### config.mk
export PLATFORM = sky130hd
export DESIGN_NAME = adc_serial_multilane
export DESIGN_NICKNAME = d
export VERILOG_FILES = /design/src/rtl/adc_serial_multilane.sv
export SDC_FILE = /design/constraint.sdc
export NUM_CORES = 1
export LEC_CHECK = 0
export CORE_MARGIN = 3
export CORE_UTILIZATION = 60
export CTS_BUF_LIST = sky130_fd_sc_hd__clkbuf_2 sky130_fd_sc_hd__clkbuf_4 sky130_fd_sc_hd__clkbuf_8
export DETAILED_ROUTE_END_ITERATION = 7
export PLACE_DENSITY = 0.91
export SETUP_SLACK_MARGIN = 0.4
export SYNTH_ARGS = -nofsm -noshare
export SYNTH_HDL_FRONTEND = slang
export SYNTH_SLANG_ARGS = --single-unit
### constraint.sdc
create_clock -name clk_in -period 5.2 [get_ports clk_in]
set_input_delay 1.04 -clock clk_in [delete_from_list [all_inputs] [get_ports clk_in]]
set_output_delay 1.04 -clock clk_in [all_outputs]
set_load 0.02 [all_outputs]
### src/rtl/adc_serial_multilane.sv
// Controller for a multi-lane serial-output SAR ADC. It resets the converter,
// triggers conversions, waits out the busy phase with a timeout, clocks the
// serial lanes in and presents the result one channel per clock.
module adc_serial_multilane #(
   parameter int W_DATA     = 18,
   parameter int N_CHAN     = 8,
   parameter int N_LANE     = 2,
   parameter int T_RESET    = 4,
   parameter int T_BUSY_MAX = 1023
) (
   input  logic                      clk_in,
   input  logic                      n_rst_in,
   input  logic                      cstart_in,
   input  logic                      cstop_in,
   input  logic                      single_in,
   input  logic [2:0]                os_in,
   input  logic                      update_in,
   input  logic [15:0]               delay_in,
   input  logic                      adc_busy_in,
   input  logic [N_LANE-1:0]         adc_data_in,
   output logic [2:0]                adc_os_out,
   output logic                      adc_convst_out,
   output logic                      adc_reset_out,
   output logic                      adc_sclk_out,
   output logic                      adc_n_cs_out,
   output logic [W_DATA-1:0]         data_out,
   output logic [$clog2(N_CHAN)-1:0] chan_out,
   output logic                      data_valid_out,
   output logic                      timeout_out
);

   localparam int B     = W_DATA * N_CHAN / N_LANE;  // bits per lane per frame
   localparam int CPL   = N_CHAN / N_LANE;           // channels per lane
   localparam int CH_W  = $clog2(N_CHAN);
   localparam int W_RD  = $clog2(2 * B + 1);
   localparam int W_TO  = $clog2(T_BUSY_MAX + 1);
   localparam int W_MX  = (W_RD > W_TO) ? W_RD : W_TO;
   localparam int CNT_W = (W_MX > 16) ? W_MX : 16;   // also covers the 16-bit delay

   typedef enum logic [2:0] {
      S_IDLE, S_RST, S_CONV, S_WAIT_HI, S_WAIT_LO, S_READ, S_EMIT, S_DELAY
   } state_t;

   state_t             state_q, state_d;
   logic [CNT_W-1:0]   cnt_q, cnt_d;
   logic               run_q, run_d;
   logic [2:0]         os_q, os_d;
   logic [15:0]        delay_q, delay_d;
   logic [B-1:0]       sh_q [N_LANE];
   logic [B-1:0]       sh_d [N_LANE];
   logic               convst_q, convst_d;
   logic               rst_out_q, rst_out_d;
   logic               sclk_q, sclk_d;
   logic               n_cs_q, n_cs_d;
   logic [W_DATA-1:0]  data_q, data_d;
   logic [CH_W-1:0]    chan_q, chan_d;
   logic               valid_q, valid_d;
   logic               timeout_q, timeout_d;
   logic               expired;
   logic [W_DATA-1:0]  word [N_CHAN];

   // Lane l holds its channels back to back, first channel in the top bits.
   for (genvar gi = 0; gi < N_CHAN; gi++) begin : g_word
      assign word[gi] = sh_q[gi / CPL][B - 1 - (gi % CPL) * W_DATA -: W_DATA];
   end

   assign expired = (cnt_q >= CNT_W'(T_BUSY_MAX - 1));

   // Next-state, counters, capture shift and the registered output values.
   always_comb begin
      state_d   = state_q;
      cnt_d     = cnt_q;
      run_d     = run_q;
      os_d      = os_q;
      delay_d   = delay_q;
      sh_d      = sh_q;
      timeout_d = 1'b0;

      // Stop outranks start; a start anywhere at least arms continuous mode.
      if (cstop_in)       run_d = 1'b0;
      else if (cstart_in) run_d = 1'b1;

      case (state_q)
         S_RST: begin
            if (cnt_q == CNT_W'(T_RESET - 1)) state_d = S_IDLE;
            else                              cnt_d   = cnt_q + 1'b1;
         end
         S_IDLE: begin
            if (!cstop_in && (cstart_in || single_in)) begin
               state_d = S_CONV;
               cnt_d   = '0;
               if (!cstart_in) run_d = 1'b0;
            end
         end
         S_CONV: begin
            cnt_d = cnt_q + 1'b1;
            if (cnt_q == CNT_W'(1)) begin
               state_d = S_WAIT_HI;
               cnt_d   = '0;
            end
         end
         S_WAIT_HI: begin
            cnt_d = cnt_q + 1'b1;
            if (expired) begin
               state_d   = S_RST;
               cnt_d     = '0;
               timeout_d = 1'b1;
            end else if (adc_busy_in) begin
               state_d = S_WAIT_LO;
            end
         end
         S_WAIT_LO: begin
            cnt_d = cnt_q + 1'b1;
            if (!adc_busy_in) begin
               state_d = S_READ;
               cnt_d   = '0;
            end else if (expired) begin
               state_d   = S_RST;
               cnt_d     = '0;
               timeout_d = 1'b1;
            end
         end
         S_READ: begin
            // Even count = sclk low phase; its closing edge raises sclk and samples.
            if (!cnt_q[0]) begin
               for (int l = 0; l < N_LANE; l++) sh_d[l] = {sh_q[l][B-2:0], adc_data_in[l]};
            end
            cnt_d = cnt_q + 1'b1;
            if (cnt_q == CNT_W'(2 * B - 1)) begin
               state_d = S_EMIT;
               cnt_d   = '0;
            end
         end
         S_EMIT: begin
            cnt_d = cnt_q + 1'b1;
            if (cnt_q == CNT_W'(N_CHAN - 1)) begin
               cnt_d = '0;
               if (!run_d)              state_d = S_IDLE;
               else if (delay_q == '0)  state_d = S_CONV;
               else                     state_d = S_DELAY;
            end
         end
         S_DELAY: begin
            cnt_d = cnt_q + 1'b1;
            if (!run_d) begin
               state_d = S_IDLE;
            end else if (cnt_q == CNT_W'(delay_q) - CNT_W'(1)) begin
               state_d = S_CONV;
               cnt_d   = '0;
            end
         end
         default: begin
            state_d = S_RST;
            cnt_d   = '0;
         end
      endcase

      // A settings update aborts whatever is in flight.
      if (update_in) begin
         state_d   = S_RST;
         cnt_d     = '0;
         run_d     = 1'b0;
         os_d      = os_in;
         delay_d   = delay_in;
         timeout_d = 1'b0;
      end

      // Outputs are decoded from the next state so they line up with it.
      convst_d  = (state_d == S_CONV);
      rst_out_d = (state_d == S_RST);
      n_cs_d    = (state_d != S_READ);
      sclk_d    = (state_d == S_READ) ? cnt_d[0] : 1'b1;
      valid_d   = (state_d == S_EMIT);
      data_d    = data_q;
      chan_d    = chan_q;
      if (state_d == S_EMIT) begin
         chan_d = cnt_d[CH_W-1:0];
         data_d = word[cnt_d[CH_W-1:0]];
      end
   end

   // All state and outputs; reset forces the ADC into reset with the bus idle.
   always_ff @(posedge clk_in or negedge n_rst_in) begin
      if (!n_rst_in) begin
         state_q   <= S_RST;
         cnt_q     <= '0;
         run_q     <= 1'b0;
         os_q      <= '0;
         delay_q   <= '0;
         for (int l = 0; l < N_LANE; l++) sh_q[l] <= '0;
         convst_q  <= 1'b0;
         rst_out_q <= 1'b1;
         sclk_q    <= 1'b1;
         n_cs_q    <= 1'b1;
         data_q    <= '0;
         chan_q    <= '0;
         valid_q   <= 1'b0;
         timeout_q <= 1'b0;
      end else begin
         state_q   <= state_d;
         cnt_q     <= cnt_d;
         run_q     <= run_d;
         os_q      <= os_d;
         delay_q   <= delay_d;
         sh_q      <= sh_d;
         convst_q  <= convst_d;
         rst_out_q <= rst_out_d;
         sclk_q    <= sclk_d;
         n_cs_q    <= n_cs_d;
         data_q    <= data_d;
         chan_q    <= chan_d;
         valid_q   <= valid_d;
         timeout_q <= timeout_d;
      end
   end

   assign adc_os_out     = os_q;
   assign adc_convst_out = convst_q;
   assign adc_reset_out  = rst_out_q;
   assign adc_sclk_out   = sclk_q;
   assign adc_n_cs_out   = n_cs_q;
   assign data_out       = data_q;
   assign chan_out       = chan_q;
   assign data_valid_out = valid_q;
   assign timeout_out    = timeout_q;

endmodule

**Yosys cells after proc, flatten, opt, wreduce, memory -nomap -nowiden**

Index checks and enable logic that the tools add are counted.

- Register bits after elaboration: 210
- Output and inout bits: 30
- Word-level logic and storage cells: 88

- Add/sub/neg operators: 2
- $lt $le $gt $ge: 2
- Equal/unequal tests: 19
- Mux-type cells: 40
- Bitwise operators: 2
- Reduce and logical (&&, ||, !) cells: 7

Operators by type and width:

| cell | count |
|---|---|
| 16-bit 2-to-1 mux | 10 |
| 16-bit case mux with 8 select lines | 1 |
| 18-bit binary-select mux with 3-bit select | 1 |
| 3-bit 2-to-1 mux | 14 |
| 18-bit 2-to-1 mux | 2 |
| 3-bit case mux with 8 select lines | 1 |
| 3-bit == test, second input constant | 6 |
| 16-bit by 1-bit adder with 16-bit output, second input constant | 1 |
| 16-bit by 1-bit == test with 1-bit output, second input constant | 1 |
| 16-bit == test | 1 |
| 16-bit by 2-bit == test with 1-bit output, second input constant | 1 |
| 16-bit by 3-bit == test with 1-bit output, second input constant | 1 |
| 16-bit by 8-bit == test with 1-bit output, second input constant | 1 |
| 16-bit by 10-bit greater-or-equal comparator with 1-bit output, second input constant | 1 |
| 16-bit zero test | 1 |
| 16-bit by 1-bit subtractor with 16-bit output, second input constant | 1 |
| 1-bit 2-to-1 mux | 10 |
| 3-bit by 2-bit == test with 1-bit output, second input constant | 3 |
| 3-bit != test, second input constant | 3 |
| 3-bit by 1-bit == test with 1-bit output, second input constant | 2 |
| 4-bit greater-or-equal comparator, second input constant | 1 |
| 3-bit NOT with 4-bit output | 1 |
| 2-bit AND reduction | 2 |
| 3-bit zero test | 1 |
| 5 further kinds | 5 |

**Longest topological paths before layout**

Gate-level depths: netlist (run 1).

- Depth in word-level cells: 10
- Gate-level depth with buffers: 14
- Depth with buffers taken out: 12

**Least setup slack after synthesis (run 1)**

OpenSTA, ideal clock, no wires.

- Kind: flip-flop to flip-flop
- Start: register delay_q[0]
- End: register data_q[10] (netlist: data_out[10])
- Data arrival time: 3.287 ns
- Required time: 5.055 ns
- Slack: 1.768 ns
- Stages on the path, launching flop included: 13
- Buffers on the path: 1
- Period minus slack after synthesis: 3.432 ns
- Cell sequence: dfrtp_1 inv_1 ha_1 nor4b_1 nand3_1 xnor2_1 a2111oi_2 a41oi_1 o31ai_4 buf_2 mux2_2 o32ai_1 a211oi_2

- Longest elaborated chain between the ends: 10

RTL lines:

| what | RTL line | source |
|---|---|---|
| start, declared | 48 | `logic [15:0] delay_q, delay_d;` |
| start signal, assigned | 204 | `delay_q <= delay_d;` |
| 16-bit by 1-bit subtractor with 16-bit output | 147 | `end else if (cnt_q == CNT_W'(delay_q) - CNT_W'(1)) begin` |
| 16-bit == test | 147 |  |
| 16-bit 2-to-1 mux | 147 |  |
| 16-bit 2-to-1 mux | 145 | `if (!run_d) begin` |
| 16-bit case mux with 8 select lines | 83 | `case (state_q)` |
| 16-bit 2-to-1 mux | 159 | `if (update_in) begin` |
| 3-bit NOT with 4-bit output (not written as such) | 178 | `data_d = word[cnt_d[CH_W-1:0]];` |
| 18-bit binary-select mux with 3-bit select | 178 |  |
| 18-bit 2-to-1 mux (not written as such) (2 in a row) | 178 |  |
| end signal, assigned | 210 | `data_q <= data_d;` |
| end, declared | 55 | `logic [W_DATA-1:0] data_q, data_d;` |

Parallel ways exist; a longest one is shown, timed or not. The select of a mux whose other input is x is not followed.
A chain may end at the register's enable or synchronous reset.

**Worst setup path after layout (run 1)**

- Start: register delay_q[0]
- End: register data_q[17] (netlist: data_out[17])

Same word-level chain as after synthesis.

==> results_dict.tcl, run 1 <==
set metrics [dict create \
    fin_crit_ns 4.34 \
    io_pins 58 \
    finalSetupViolations 0 \
    clock_path_buffers 3 \
    arrival_ns 4.70 \
    power_leakage_uw 0.00557 \
    crit_required_ns 5.56 \
    layout.cells.non_filler 1154 \
    antenna_found_initial 0 \
    hold_depth 2 \
    power_density_mw_per_mm2 334 \
    final_common_cell "dfrtp_1" \
    ctsHoldBuffers 0 \
    clock_skew_ns 0.0280 \
    cp-start-kind "flop" \
    layout_common_cells "dfrtp_1 (206), mux2_2 (196), clkdlybuf4s50_1 (56)" \
    drv_cap 0 \
    grt_pass1_vias 7611 \
    final_max_slew_viol_count 0 \
    postSynthAreaPerCell_um2 12.3 \
    avgRoutedWirePerCell_um 21.2 \
    worstSetupPathType "reg2reg" \
    cts.sinks 210 \
    cp_max_fo 37 \
    hold_violations 0 \
    yosys_most_used_dff "dfrtp_1" \
    yosys-top-cells-area "dfrtp_1 (49%), mux2_2 (21%), mux2i_1 (3.7%), clkbuf_1 (1.5%), a2111oi_0 (1.3%)" \
    drc 0 \
    ys_ff_latch 210 \
    grt_overflow 0 \
    synth_edf_count 0 \
    viasPerCell 6.44 \
    dp.cells 1089 \
    die_area_mm2 0.0190 \
    first_pass_iters 5 \
    synthCells 848 \
    gp_congestion 0.916 \
    synth_warnings 0 \
    place_hpwl_um 15200 \
    insertion_delay_ns 0.53 \
    synthesis.area_mm2 0.0104 \
    fmax_mhz 231 \
    tritoncts "built" \
    grt_pass1_wl_um 39200 \
    ant_nets 0 \
    routed_wl_um 24500 \
    rsz0062_at_grt "no" \
    maxSlewHeadroom_pct 32.4 \
    hp-class "reg2reg" \
    nets 945 \
    cts_made_buffers 36 \
    syn_nets 880 \
    num_antenna_cells 0 \
    io_buffers 57 \
    num_vias 7434 \
    die_h_um 138 \
    coreArea_mm2 0.0168 \
    syn_to_final_growth_pct 14.8 \
    worstSetupEndpointType "flop" \
    ys_seq_area_share_pct 50.5 \
    die_x_um 138 \
    row_count 47 \
    htreeDepth 2 \
    synth_top_area_share_pct 49.5 \
    tightest_slew_ns 1.01 \
    final_layout_size_suffix_gt1_share_pct 32.2 \
    initial_core_util_pct 62.0 \
    vdd_ir_drop_max_mv 0.288 \
    finalSetupTns_ns 0 \
    synth_top_cell_by_area "dfrtp_1" \
    yosysUniqueCellTypes 67 \
    fin_crit_sh_pct 83.4 \
    drt_iter0_drc 719 \
    grt_max_degree 129 \
    clk_pin_slew_ns 0.06 \
    status "finished clean" \
    root_buffer "clkbuf_8" \
    async_flop_share_pct 100 \
    reg2regPathDepth 13 \
    track_usage_pct 26.0 \
]
[sequential cells by signal, indices dropped and copies added (netlist names), 3 cells and up]
signal and cells:
adc_os_out 3, chan_out 3, cnt_q 16, data_out 18
delay_q 16, sh_q 144, state_q 3
[layout make-up]
class,count,area (µm²)
flip-flops and latches,210,5260
multi-input cells,574,4900
fillers,1136,4860
repair buffers,78,769
clock buffers,51,633
well taps,220,275
clock inverters,8,71.3
inverters,13,48.8
[synthesized netlist by cell type (12+ instances only)]
cell type / count
dfrtp_1: 206
mux2i_1: 39
o21ai_0: 27
clkbuf_1: 43
o32ai_1: 16
and2_1: 21
a2111oi_0: 16
a21oi_1: 13
nand2_1: 30
and3_1: 13
nor2_1: 29
xnor2_1: 12
nor3_1: 21
mux2_2: 196
[final timing paths]
| kind | startpoint | endpoint | slack [ns] |
|---|---|---|---|
| max | delay_q[0]$_DFFE_PN0P_ | data_out[17]$_DFFE_PN0N_ | 0.86 |
| min | chan_out[1]$_DFFE_PN0N_ | chan_out[1]$_DFFE_PN0N_ | 0.49 |
| max reg2reg | delay_q[0]$_DFFE_PN0P_ | data_out[17]$_DFFE_PN0N_ | 0.86 |
| min reg2reg | chan_out[1]$_DFFE_PN0N_ | chan_out[1]$_DFFE_PN0N_ | 0.49 |
| max in group asynchronous | n_rst_in | sh_q[36]$_DFFE_PN0P_ | 3.38 |
| min in group asynchronous | n_rst_in | delay_q[12]$_DFFE_PN0P_ | 0.64 |
[kinds of logic (layout without fill, tap and decap cells)]
kind of cell,count (synthesis),in the layout,share of synthesized area [%]
buffers and inverters,64,150,2.52
multiplexers,235,235,24.9
AO/OA/AOI/OAI,142,142,10.5
flip-flops,210,210,50.5
adder cells (fa/ha/maj),4,4,0.480
AND/OR/NAND/NOR,172,172,9.15
XOR/XNOR,21,21,1.90
[power by group]
group	total, µW	internal, µW	leakage, µW	switching, µW
combinational	746	299	0.00233	447
clock	1500	833	0.000377	670
sequential	1740	1680	0.00287	65.4
[per-stage QoR]
step	power, µW	setup slack (ns)	hold slack, ns	area (µm²)	util [%]
after global placement	2440	0.892	0.481	11200	66.6
after floorplan	2220	1.77	0.472	10400	-
after global routing	4140	0.589	0.516	12000	71.1
after detailed placement	2460	0.669	0.489	11200	66.6
after CTS	3960	0.694	0.503	11900	70.8
final	3990	0.862	0.491	12000	71.1
[per-layer routing]
| layer | vias up | part of all wire, % | GRT usage (%) |
|---|---|---|---|
| met5 | - | 0 | 0 |
| met4 | 0 | 4.1 | 12.6 |
| met3 | 79 | 5.6 | 5.08 |
| met2 | 303 | 49 | 42.7 |
| met1 | 3759 | 41 | 33.3 |
| li1 | 3293 | - | - |
[repair_timing]
item / in CTS / in global routing
resized for setup: 0 / 0
buffers inserted: 0 / 6
endpoints found under the hold margin: 0 / 0
endpoints found under the setup margin: 0 / 7
[critical path: stages, from the launching register on]
cell,delay [ns]
dfrtp_1,0.43
inv_1,0.10
ha_1,0.21
nor4b_1,0.48
nand4_1,0.31
xnor2_1,0.27
nor4_4,0.35
nand4_1,0.18
and3_1,0.23
o21ai_1,0.15
buf_4,0.33
inv_2,0.40
a2111oi_0,0.61
a211oi_1,0.11
Power figures use the tool's default switching activity.
==> run 2, diff against run 1 <==
- clock period: 5.2 -> 4.4 ns (I/O delays scaled with it)
==> results_dict.tcl, run 2 (synthesis gave the netlist of run 1 again) <==
set metrics [dict create \
    whs_ns 0.321 \
    antenna_found_initial 0 \
    grt_pass1_vias 7508 \
    avgRoutedWirePerCell_um 21.6 \
    io_pins 58 \
    fin_crit_ns 3.90 \
    die_x_um 138 \
    top_register "sh_q" \
    ant_nets 0 \
    drc 0 \
    initial_core_util_pct 62.0 \
    worstSetupPathType "reg2reg" \
    drv_cap 0 \
    io_buffers 57 \
    place_hpwl_um 14900 \
    worstSetupEndpointType "flop" \
    fin_crit_sh_pct 88.7 \
    final_max_slew_viol_count 0 \
    rsz0062_at_grt "yes" \
    cp_max_fo 24 \
    layout_common_cells "dfrtp_1 (206), mux2_2 (196), clkdlybuf4s50_1 (56)" \
    tightest_slew_ns 0.840 \
    multiInputGateArea_mm2 0.00495 \
    row_count 47 \
    hp-class "in2async" \
    grt_max_degree 108 \
    finalSetupTns_ns 0 \
    root_buffer "clkbuf_8" \
    grt_overflow 0 \
    coreArea_mm2 0.0168 \
    tritoncts "built" \
    cts.sinks 210 \
    nets 940 \
    final_layout_size_suffix_gt1_share_pct 32.5 \
    track_usage_pct 26.3 \
    final_common_cell "dfrtp_1" \
    cp-start-kind "flop" \
    clock_path_buffers 3 \
    crit_required_ns 4.81 \
    viasPerCell 6.44 \
    routed_wl_um 24900 \
    first_pass_iters 7 \
    place_area_mm2 0.0112 \
    reg2regPathDepth 11 \
    gp_congestion 0.920 \
    fin_ws_ns 0.496 \
    clock_skew_ns 0.0365 \
    hold_violations 0 \
    postLayoutCellArea_mm2 0.0121 \
    power_density_mw_per_mm2 397 \
    largest_register_ffs 144 \
    status "finished clean" \
    power_leakage_uw 0.00559 \
    clk_pin_slew_ns 0.06 \
    vdd_ir_drop_max_mv 0.375 \
    dp_slack_ns 0.212 \
    ff_latch_area_mm2 0.00526 \
    num_vias 7423 \
    insertion_delay_ns 0.54 \
    grt_pass1_wl_um 39700 \
    die_area_mm2 0.0190 \
    htreeDepth 2 \
    maxSlewHeadroom_pct 43.8 \
    cts_made_buffers 36 \
    arrival_ns 4.31 \
    num_antenna_cells 0 \
    die_h_um 138 \
    fillers 1067 \
    syn_to_final_growth_pct 15.7 \
    fmax_mhz 256 \
    finalSetupViolations 0 \
    drt_iter0_drc 691 \
]
==> run 2: cell type report <==
| cell class | count | area share [%] |
|---|---|---|
| clock inverters | 6 | 0.374 |
| clock buffers | 56 | 5.93 |
| flip-flops and latches | 210 | 43.6 |
| multi-input cells | 574 | 41.0 |
| repair buffers | 73 | 6.35 |
| inverters | 13 | 0.415 |
| well taps | 220 | 2.28 |
==> run 2: repair_timing <==
| item | CTS | global route |
|---|---|---|
| setup buffers | 0 | 1 |
| pin swaps | 0 | 1 |
| endpoints found under the setup margin | 14 | 7 |
| resized for setup | 3 | 5 |
| endpoints found under the hold margin | 0 | 0 |
| cloned | 0 | 1 |
| hold buffers | 0 | 0 |
==> run 2: metal layers <==
metal | vias up | routed length, µm | global-route usage (%) | share of wire [%]
li1 | 3296 | - | - | -
met1 | 3743 | 10200 | 34.8 | 41
met2 | 328 | 12600 | 44.3 | 51
met3 | 56 | 1550 | 4.78 | 6.2
met4 | 0 | 564 | 8.45 | 2.3
met5 | - | 0 | 0 | 0
==> run 2: through the flow <==
stage | utilization (%) | cells | total power [µW]
6_report | 71.7 | 1152 | 4790
3_5_place_dp | 66.8 | 1088 | 2900
5_1_grt | 71.7 | 1152 | 4960
2_1_floorplan | - | 848 | 2630
4_1_cts | 71.4 | 1150 | 4770
3_3_place_gp | 66.8 | 1088 | 2890
==> run 2: path summary, 6_finish.rpt <==
check | startpoint | endpoint | slack [ns]
min reg2reg | adc_os_out[2]$_DFFE_PN0P_ | adc_os_out[2]$_DFFE_PN0P_ | 0.51
max | delay_q[3]$_DFFE_PN0P_ | data_out[2]$_DFFE_PN0N_ | 0.50
max reg2reg | delay_q[3]$_DFFE_PN0P_ | data_out[2]$_DFFE_PN0N_ | 0.50
max in group asynchronous | n_rst_in | sh_q[12]$_DFFE_PN0P_ | 3.06
min in group clk_in | adc_os_out[2]$_DFFE_PN0P_ | adc_os_out[2]$_DFFE_PN0P_ | 0.51
min | n_rst_in | adc_os_out[1]$_DFFE_PN0P_ | 0.32
==> run 2: worst max-delay path, stage by stage (launching register included) <==
cell and delay, ns:
dfrtp_1 0.49, or4_4 0.61, nor4_2 0.26, xnor2_1 0.18
nor4_4 0.34, a41oi_2 0.22, o31ai_4 0.38, clkbuf_16 0.29
buf_12 0.24, mux2i_1 0.11, mux2_2 0.29, a211oi_1 0.33
==> run 2: power breakdown <==
| group | internal (µW) | total (µW) | leakage, µW | switching (µW) |
|---|---|---|---|---|
| Combinational | 336 | 875 | 0.00233 | 539 |
| Clock | 1040 | 1860 | 0.000398 | 825 |
| Sequential | 1980 | 2050 | 0.00287 | 67.2 |
==> run 3, diff against run 2 <==
- DONT_BUFFER_PORTS: default -> 1
- PLACE_DENSITY: 0.91 -> 0.87
==> results_dict.tcl, run 3 (synthesis gave the netlist of run 1 again) <==
set metrics [dict create \
    io_pins 58 \
    avgRoutedWirePerCell_um 21.2 \
    final_common_cell "dfrtp_1" \
    dp_slack_ns 0.300 \
    worst-r2r-setup-slack_ns 0.63 \
    r2r_start "delay_q[3]$_DFFE_PN0P_" \
    finalSetupViolations 0 \
    num_vias 7082 \
    postLayoutCellArea_mm2 0.0115 \
    final_max_slew_viol_count 0 \
    layout_common_cells "dfrtp_1 (205), mux2_2 (196), clkbuf_8 (45)" \
    maxSlewHeadroom_pct 32.9 \
    clock_skew_ns 0.0273 \
    track_usage_pct 24.9 \
    grt.met1_usage_pct 33.6 \
    tightest_slew_ns 1.00 \
    clock_path_buffers 3 \
    layout.cells.non_filler 1100 \
    grt_pass1_wl_um 37500 \
    die_h_um 138 \
    top_register "sh_q" \
    grtUsageMet2_pct 38.9 \
    die_area_mm2 0.0190 \
    antenna_found_initial 0 \
    die_x_um 138 \
    status "finished clean" \
    power_density_mw_per_mm2 419 \
    r2r_end "data_out[11]$_DFFE_PN0N_" \
    arrival_ns 4.18 \
    insertion_delay_ns 0.54 \
    finalSetupTns_ns 0 \
    cts_made_buffers 36 \
    rsz0062_at_grt "no" \
    place_hpwl_um 14600 \
    nets 887 \
    grt_overflow 0 \
    io_buffers 0 \
    viasPerCell 6.44 \
    hold_violations 0 \
    syn_to_final_growth_pct 10.7 \
    cp_max_fo 19 \
    vdd_ir_drop_max_mv 0.296 \
    htreeDepth 2 \
    fin_util_pct 68.6 \
    ant_nets 0 \
    worstSetupEndpointType "flop" \
    tritoncts "built" \
    gp_congestion 0.924 \
    drv_cap 0 \
    drc 0 \
    fin_crit_sh_pct 85.8 \
    hp-class "in2async" \
    power_leakage_uw 0.00541 \
    grtUsageMet3_pct 5.48 \
    place_area_mm2 0.0106 \
    row_count 47 \
    final_layout_size_suffix_gt1_share_pct 34.9 \
    dp.cells 1035 \
    drt_iter0_drc 635 \
    ctsHoldBuffers 0 \
    grt_max_degree 211 \
    crit_required_ns 4.80 \
    fmax_mhz 265 \
    largest_register_ffs 144 \
    initial_core_util_pct 62.0 \
    coreArea_mm2 0.0168 \
    num_antenna_cells 0 \
    cp-start-kind "flop" \
    clk_pin_slew_ns 0.06 \
    grt_busiest_layer "met2" \
    grt_pass1_vias 7177 \
    cts.sinks 210 \
    reg2regPathDepth 11 \
    fin_crit_ns 3.77 \
    root_buffer "clkbuf_8" \
    routed_wl_um 23400 \
    first_pass_iters 5 \
    worstSetupPathType "reg2reg" \
    fin_ws_ns 0.627 \
]
[run 3: changes by cell type in the layout (fill, tap and decap cells not counted), moves of 3 or more]
cell / delta
clkdlybuf4s50_1: -56
buf_12: -3
a2111oi_0: -3
bufinv_16: +3
a2111oi_1: +3
clkbuf_8: -3
buf_4: +7
[run 3: area by class of cell]
type	count	area (µm²)
Clock inverter	10	141
Multi-Input combinational cell	574	4940
Tap cell	220	275
Clock buffer	53	679
Fill cell	1131	5280
Sequential cell	210	5260
Timing Repair Buffer	20	184
Inverter	13	48.8
[run 3: per-layer routing]
layer / routed length, µm / share of wire [%] / vias to the layer above
met5: 0 / 0 / -
met4: 706 / 3.0 / 0
met2: 11300 / 48 / 264
met3: 1580 / 6.8 / 60
li1: - / - / 3209
met1: 9790 / 42 / 3549
[run 3: metrics by stage]
stage / hold slack, ns / total power (µW)
detailed placement: 0.501 / 2810
global route: 0.00207 / 5020
floorplan: 0.472 / 2630
CTS: 0.0163 / 4800
finish: 0.0399 / 4830
global placement: 0.488 / 2790
[run 3: how the worst max path moves through the flow]
stage,depth (start not counted),startpoint,endpoint
6_report,11,delay_q[3]$_DFFE_PN0P_,data_out[11]$_DFFE_PN0N_
5_1_grt,11,delay_q[3]$_DFFE_PN0P_,data_out[8]$_DFFE_PN0N_
4_1_cts,13,delay_q[0]$_DFFE_PN0P_,data_out[11]$_DFFE_PN0N_
3_5_place_dp,13,delay_q[0]$_DFFE_PN0P_,data_out[4]$_DFFE_PN0N_
3_3_place_gp,13,delay_q[0]$_DFFE_PN0P_,data_out[1]$_DFFE_PN0N_
2_1_floorplan,12,delay_q[0]$_DFFE_PN0P_,data_out[10]$_DFFE_PN0N_
[run 3: worst max-delay path, stage by stage (launching register included)]
cell and delay, ns:
dfrtp_1 0.50, or4_4 0.60, nor4_1 0.39, xnor2_1 0.19, nor4_4 0.22, a41oi_1 0.27
o31ai_4 0.31, buf_12 0.23, buf_4 0.19, mux2_2 0.34, o32ai_1 0.33, a211oi_2 0.06
[run 3: timing repair]
item / CTS / global route
gates cloned: 0 / 1
pin swaps: 0 / 1
buffers inserted: 0 / 1
setup endpoints to repair: 14 / 16
resized for setup: 2 / 7
[run 3: where the power goes]
part / total (µW) / internal [µW] / switching [µW]
Combinational: 749 / 297 / 452
Clock: 2000 / 1180 / 820
Sequential: 2090 / 1980 / 103
Total: 4830 / 3450 / 1380
